<file path="config.mk">
export PLATFORM = sky130hd
export DESIGN_NAME = game_countdown_flat
export DESIGN_NICKNAME = d
export VERILOG_FILES = /design/src/rtl/game_countdown_if.sv /design/src/rtl/game_countdown.sv /design/src/flat_wrapper.sv
export SDC_FILE = /design/constraint.sdc
export NUM_CORES = 1
export LEC_CHECK = 0
export CORE_ASPECT_RATIO = 1.5
export CORE_MARGIN = 2
export CORE_UTILIZATION = 51
export CTS_CLUSTER_DIAMETER = 120
export CTS_CLUSTER_SIZE = 28
export DETAILED_ROUTE_END_ITERATION = 8
export GPL_ROUTABILITY_DRIVEN = 0
export GPL_TIMING_DRIVEN = 1
export PLACE_DENSITY = 0.85
export SETUP_SLACK_MARGIN = 0.3
export SYNTH_ARGS = -nofsm -noshare
export SYNTH_HDL_FRONTEND = slang
export SYNTH_SLANG_ARGS = --single-unit
</file>
<file path="constraint.sdc">
create_clock -name clk -period 1.95 [get_ports clk]
set_input_delay 0.585 -clock clk [delete_from_list [all_inputs] [get_ports clk]]
set_output_delay 0.585 -clock clk [all_outputs]
set_load 0.01 [all_outputs]
</file>
<file path="src/rtl/game_countdown_if.sv">
// rtl/game_countdown_if.sv - control and BCD display signals between the game timer FSM and the countdown
interface game_countdown_if;
    logic       countLoadN;
    logic       countEnable;
    logic [3:0] minDigit;
    logic [3:0] secTens;
    logic [3:0] secOnes;
    logic       oneSecTick;
    logic       timerEnd;

    modport master (
        output countLoadN, countEnable,
        input  minDigit, secTens, secOnes, oneSecTick, timerEnd
    );

    modport slave (
        input  countLoadN, countEnable,
        output minDigit, secTens, secOnes, oneSecTick, timerEnd
    );
endinterface

</file>
<file path="src/rtl/game_countdown.sv">
// rtl/game_countdown.sv - M:SS BCD countdown with one-second prescaler, saturating at 0:00
module game_countdown #(
    parameter int         TICK_DIV       = 50000000,
    parameter logic [3:0] START_MIN      = 4'd2,
    parameter logic [3:0] START_SEC_TENS = 4'd0,
    parameter logic [3:0] START_SEC_ONES = 4'd0
) (
    input  logic            clk,
    input  logic            reset,
    game_countdown_if.slave cd
);

    localparam logic [25:0] PRESC_MAX  = 26'(TICK_DIV - 1);
    localparam logic        START_ZERO = (START_MIN == 4'd0) && (START_SEC_TENS == 4'd0)
                                         && (START_SEC_ONES == 4'd0);

    logic [25:0] prescaler;
    logic [3:0]  minReg;
    logic [3:0]  tensReg;
    logic [3:0]  onesReg;
    logic        tickReg;
    logic        endReg;

    logic        countZero;
    logic        decZero;
    logic [3:0]  minDec;
    logic [3:0]  tensDec;
    logic [3:0]  onesDec;

    assign countZero = (minReg == 4'd0) && (tensReg == 4'd0) && (onesReg == 4'd0);

    // Borrow chain; only used when the count is nonzero, so minutes never underflow
    always_comb begin
        minDec  = minReg;
        tensDec = tensReg;
        onesDec = onesReg - 4'd1;
        if (onesReg == 4'd0) begin
            onesDec = 4'd9;
            tensDec = tensReg - 4'd1;
            if (tensReg == 4'd0) begin
                tensDec = 4'd5;
                minDec  = minReg - 4'd1;
            end
        end
    end

    assign decZero = (minDec == 4'd0) && (tensDec == 4'd0) && (onesDec == 4'd0);

    always_ff @(posedge clk) begin
        if (reset || !cd.countLoadN) begin
            prescaler <= '0;
            minReg    <= START_MIN;
            tensReg   <= START_SEC_TENS;
            onesReg   <= START_SEC_ONES;
            tickReg   <= 1'b0;
            endReg    <= START_ZERO;
        end else if (cd.countEnable && !countZero) begin
            if (prescaler == PRESC_MAX) begin
                prescaler <= '0;
                minReg    <= minDec;
                tensReg   <= tensDec;
                onesReg   <= onesDec;
                tickReg   <= 1'b1;
                endReg    <= decZero;
            end else begin
                prescaler <= prescaler + 26'd1;
                tickReg   <= 1'b0;
            end
        end else begin
            tickReg <= 1'b0;
        end
    end

    assign cd.minDigit   = minReg;
    assign cd.secTens    = tensReg;
    assign cd.secOnes    = onesReg;
    assign cd.oneSecTick = tickReg;
    assign cd.timerEnd   = endReg;

endmodule
</file>
<file path="src/flat_wrapper.sv">
// flat-port wrapper written by rule: the top's interface ports become plain ports
module game_countdown_flat 
#(
    parameter int         TICK_DIV       = 50000000,
    parameter logic [3:0] START_MIN      = 4'd2,
    parameter logic [3:0] START_SEC_TENS = 4'd0,
    parameter logic [3:0] START_SEC_ONES = 4'd0
)
  (clk, reset, cd_countLoadN, cd_countEnable, cd_minDigit, cd_secTens, cd_secOnes, cd_oneSecTick, cd_timerEnd);
  game_countdown_if cd_i ();
  input  logic clk;
  input  logic reset;
  input wire logic [$bits(cd_i.countLoadN)-1:0] cd_countLoadN;
  input wire logic [$bits(cd_i.countEnable)-1:0] cd_countEnable;
  output wire logic [$bits(cd_i.minDigit)-1:0] cd_minDigit;
  output wire logic [$bits(cd_i.secTens)-1:0] cd_secTens;
  output wire logic [$bits(cd_i.secOnes)-1:0] cd_secOnes;
  output wire logic [$bits(cd_i.oneSecTick)-1:0] cd_oneSecTick;
  output wire logic [$bits(cd_i.timerEnd)-1:0] cd_timerEnd;
  assign cd_i.countLoadN = cd_countLoadN;
  assign cd_i.countEnable = cd_countEnable;
  assign cd_minDigit = cd_i.minDigit;
  assign cd_secTens = cd_i.secTens;
  assign cd_secOnes = cd_i.secOnes;
  assign cd_oneSecTick = cd_i.oneSecTick;
  assign cd_timerEnd = cd_i.timerEnd;
  game_countdown #(.TICK_DIV(TICK_DIV), .START_MIN(START_MIN), .START_SEC_TENS(START_SEC_TENS), .START_SEC_ONES(START_SEC_ONES)) u_core (.clk(clk), .reset(reset), .cd(cd_i));
endmodule
</file>
# Yosys cells after proc, flatten, opt, wreduce, memory -nomap -nowiden

Index checks and enable logic that the tools add are counted.

Add/sub/neg operators: 4
Equal/unequal tests: 1
Muxes and demuxes: 7
Bitwise operators: 1
Reductions and logical operators: 16

Operator list:

| kind                  | number |
|---|---|
| $add 26x1->26 const B | 1 |
| $eq 26x26->1 const B  | 1 |
| $mux 26               | 1 |
| $logic_not 4->1       | 6 |
| $mux 4                | 5 |
| $sub 4x1->4 const B   | 3 |
| $logic_and 1x1->1     | 5 |
| $logic_not 1->1       | 2 |
| $reduce_and 2->1      | 1 |
| $reduce_or 2->1       | 1 |
| $logic_or 1x1->1      | 1 |
| $mux 1                | 1 |
| $not 1->1             | 1 |

Flip-flop bits (word level): 40
Input bits: 4
Output and inout bits: 14
Logic and storage cells: 35

# Logic depth before layout (Yosys ltp)

Depth in word-level cells: 7
Mapped depth: 8
Mapped depth without buffers: 7

# Least setup slack after synthesis

OpenSTA, ideal clock, no wires.

Path kind: reg-to-reg
Start: reg u_core.prescaler[8]
End: reg u_core.onesReg[1], in the netlist u_core.cd.secOnes[1]
Library setup time: 70 ps
Arrival: 1967 ps
Data required time: 1880 ps
Setup slack: -87 ps
Cell stages (with the launch flop): 7
Path buffers: 1
Clock period less this slack: 2037 ps
Path through: dfxtp_1 > or4b_4 > nor4_4 > nand4_2 > buf_6 > or4_1 > a21oi_1

Word-level cells in the longest chain between the ends: 2

Ends and longest elaborated chain:

| item                              | line                 | text |
|---|---|---|
| start, declared                   | game_countdown.sv:17 | `logic [25:0] prescaler;` |
| start signal, assigned            | game_countdown.sv:66 | `prescaler <= prescaler + 26'd1;` |
| $eq 26x26->1                      | game_countdown.sv:58 | `if (prescaler == PRESC_MAX) begin` |
| $reduce_and 2->1 (no source line) | -                    |  |
| end signal, assigned              | game_countdown.sv:62 | `onesReg <= onesDec;` |
| end, declared                     | game_countdown.sv:20 | `logic [3:0] onesReg;` |

Every way passes these cells.
A chain may end at the register's enable or synchronous reset.

# Worst setup path in the final report

Start: reg u_core.prescaler[11]
End: reg u_core.tensReg[1], in the netlist u_core.cd.secTens[1]

Word-level cells in the longest chain between the ends: 2

Ends and longest elaborated chain:

| item                              | line                 | text |
|---|---|---|
| $eq 26x26->1                      | game_countdown.sv:58 |  |
| $reduce_and 2->1 (no source line) | -                    |  |
| end signal, assigned              | game_countdown.sv:61 | `tensReg <= tensDec;` |
| end, declared                     | game_countdown.sv:19 | `logic [3:0] tensReg;` |

Every way passes these cells.

==> qor.csv <==
metric;value;unit
status;complete, but fails checks;
violations;setup timing;
die_h;80.5;um
vias_per_cell;6.91;
drc_errors;0;
finalClockSkew;0.0158;ns
tightest_slew;0.573;ns
rows;27;
finalCritPeriodShare;1.10;
initial_utilization;0.535;
power.share.sequential;0.551;
top_layer_used;met4;
cp-start-kind;flip-flop;
synth_area_leader_cell;dfxtp_1;
cpPeakStageDelay;0.57;ns
overflow;0;
synth_warnings;0;
fmax;0.468;GHz
path_clk_slew;0.09;ns
cts_tree;yes;
hold_class;flip-flop to flip-flop;
synth-edff-count;0;
hpwl;3410;um
hold_viol_final;0;
ys_seq_area_frac;0.403;
core;3720;sq um
rsz0062_at_grt;yes;
worstPathRequired;2.17;ns
arrival;2.36;ns
numCtsBuffers;5;
grt_pass1_vias;1999;
synth_seq_cells;40;
antenna_found_initial;0;
cp_num_buf_inv;2;
avgSynthCellArea;8.53;sq um
pwr-share-clk;0.402;
grt_max_degree;25;
syn_to_final_growth;52.0;%
antennaDiodeCount;0;
netlist_area;1990;sq um
dr_wl_met2;3910;um
setup_viol;38;
ys.flop_type;dfxtp_1;
final_layout_size_suffix_gt1_frac;0.418;
p_sw;0.354;mW
netlist_top_cells_count;dfxtp_1, nor2_1, xor2_1;
drt-met1-wl;2670;um
wl_met3;780;um
p_int;1.13;mW
die_width;55.0;um
wl;7890;um
period_needed;2.14;ns
clock_latency;0.31;ns
finalSetupTns;-5.50;ns
async_flop_share;0;
final_net_count;305;
cp_max_fo;7;
synth.distinct_cells;37;
clockRootBuffer;clkbuf_8;
grt_usage;0.301;
nFillCells;194;
netSwitchingFraction;0.239;
ant_nets;0;
critical-path-slowest-cell;or4b_4;
max-vdd-ir-drop;0.000585;V
postSynthCellCount;233;
syn_nets;240;
portBuffers;17;
clock_sinks;40;
timing.critical_path.cells;or4b_4 > buf_4 > nor3_2 > nand4_4 > buf_12 > nor3_4 > mux2i_1;
powerDensity;491;nW/um^2
cts_hold_buf;0;
vias;2362;
synth_area_leaders;dfxtp_1, xor2_1, nor2_1;
finalWorstSetupSlack;-0.187;ns
whs;0.525;ns
crit_path_end_kind;flip-flop;
path_class;flip-flop to flip-flop;
comb_power_share;0.047;
grt_pass1_wl;9580;um
maxSlewViolCount;0;
slew_headroom;0.617;
leakage;1.19;nW
htree_levels;2;
cap_violations;0;
synth_top_area_frac;0.403;
drtIter0Drc;155;
synth.most_common_cell;dfxtp_1;
crit_family;simple AND/OR/NAND/NOR gates;
firstDrtPassIters;5;
die_area;4420;sq um
clk_path_buf_depth;2;
wl_per_cell;23.1;um
pin_count;18;
layer usage:
metal	GRT usage	vias to the layer above
met2	0.479	191
li1	-	976
met3	0.102	65
met4	0.176	0
met5	0	-
met1	0.335	1130
path summary, 6_finish.rpt:
check | from | endpoint | slack [ns] | depth (start not counted)
worst max-delay path | u_core.prescaler[11] | u_core.cd.secTens[1] | -0.19 | 7
worst min-delay path | u_core.cd.secTens[3] | u_core.cd.secTens[3] | 0.52 | 1
worst max register to register | u_core.prescaler[11] | u_core.cd.secTens[1] | -0.19 | 7
worst min register to register | u_core.cd.secTens[3] | u_core.cd.secTens[3] | 0.52 | 1
power by group through the flow:
stage                     clock network [mW]  logic [mW]  registers [mW]
after floorplan                            0      0.0210           0.838
after global placement                     0      0.0400           0.838
after detailed placement                   0      0.0404           0.838
after CTS                              0.581      0.0413           0.818
after global routing                   0.629      0.0711           0.818
final                                  0.597      0.0700           0.818
per-stage QoR:
stage / power (mW) / std cells / worst slack, ns / area (sq um) / utilization
after floorplan: 0.859 / 233 / 0.0193 / 2080 / -
after global placement: 0.878 / 321 / -0.345 / 2530 / 0.682
after detailed placement: 0.878 / 321 / -0.379 / 2530 / 0.682
after CTS: 1.44 / 337 / -0.0439 / 2790 / 0.749
after global routing: 1.52 / 342 / -0.312 / 3020 / 0.813
final: 1.48 / 342 / -0.187 / 3020 / 0.813
flip-flops by register name (all words and copies together), names as in the netlist:
name and count:
u_core.prescaler 26, u_core.cd.oneSecTick 1, u_core.cd.minDigit 4, u_core.cd.timerEnd 1, u_core.cd.secOnes 4, u_core.cd.secTens 4
kinds of logic after synthesis:
group,after synthesis,share of synthesized area
compound gates,27,0.0799
xor+xnor,24,0.106
fa+ha+maj,3,0.0189
buf+inv,15,0.0346
flops,40,0.403
mux,1,0.00503
simple gates,123,0.353
cell type report:
cell class,instances,area (sq um),area share
inverter,5,18.8,0.00621
tap,43,53.8,0.0178
timing repair buffer,67,622,0.206
multi-input combinational,179,1420,0.471
clock inverter,2,10.0,0.00331
clock buffer,6,82.6,0.0273
sequential,40,812,0.269
repair_timing:
| action | CTS | global route |
|---|---|---|
| gates cloned | 1 | 3 |
| pin swaps | 6 | 7 |
| resized for setup | 39 | 49 |
| hold endpoints to repair | 0 | 0 |
| setup buffers | 7 | 2 |
| endpoints found under the setup margin | 53 | 44 |
cell usage in the layout (no fill, tap or decap), drive strengths merged, types with 2 or more instances in the layout:
master | synthesis | final
a21oi | 11 | 11
and3 | 6 | 6
and4 | 4 | 4
buf | 5 | 48
clkbuf | 5 | 10
clkdlybuf4s50 | 0 | 2
clkinv | 0 | 2
dfxtp | 40 | 40
dlygate4sd2 | 0 | 11
ha | 3 | 3
inv | 5 | 5
nand2 | 13 | 13
nand3 | 15 | 15
nand4 | 21 | 22
nor2 | 33 | 33
nor3 | 7 | 7
nor4 | 2 | 2
o21ai | 8 | 8
o31ai | 3 | 3
or3 | 8 | 8
or4 | 5 | 5
or4b | 3 | 3
xor2 | 23 | 23
Note: power is estimated with default switching activity, not from simulation.
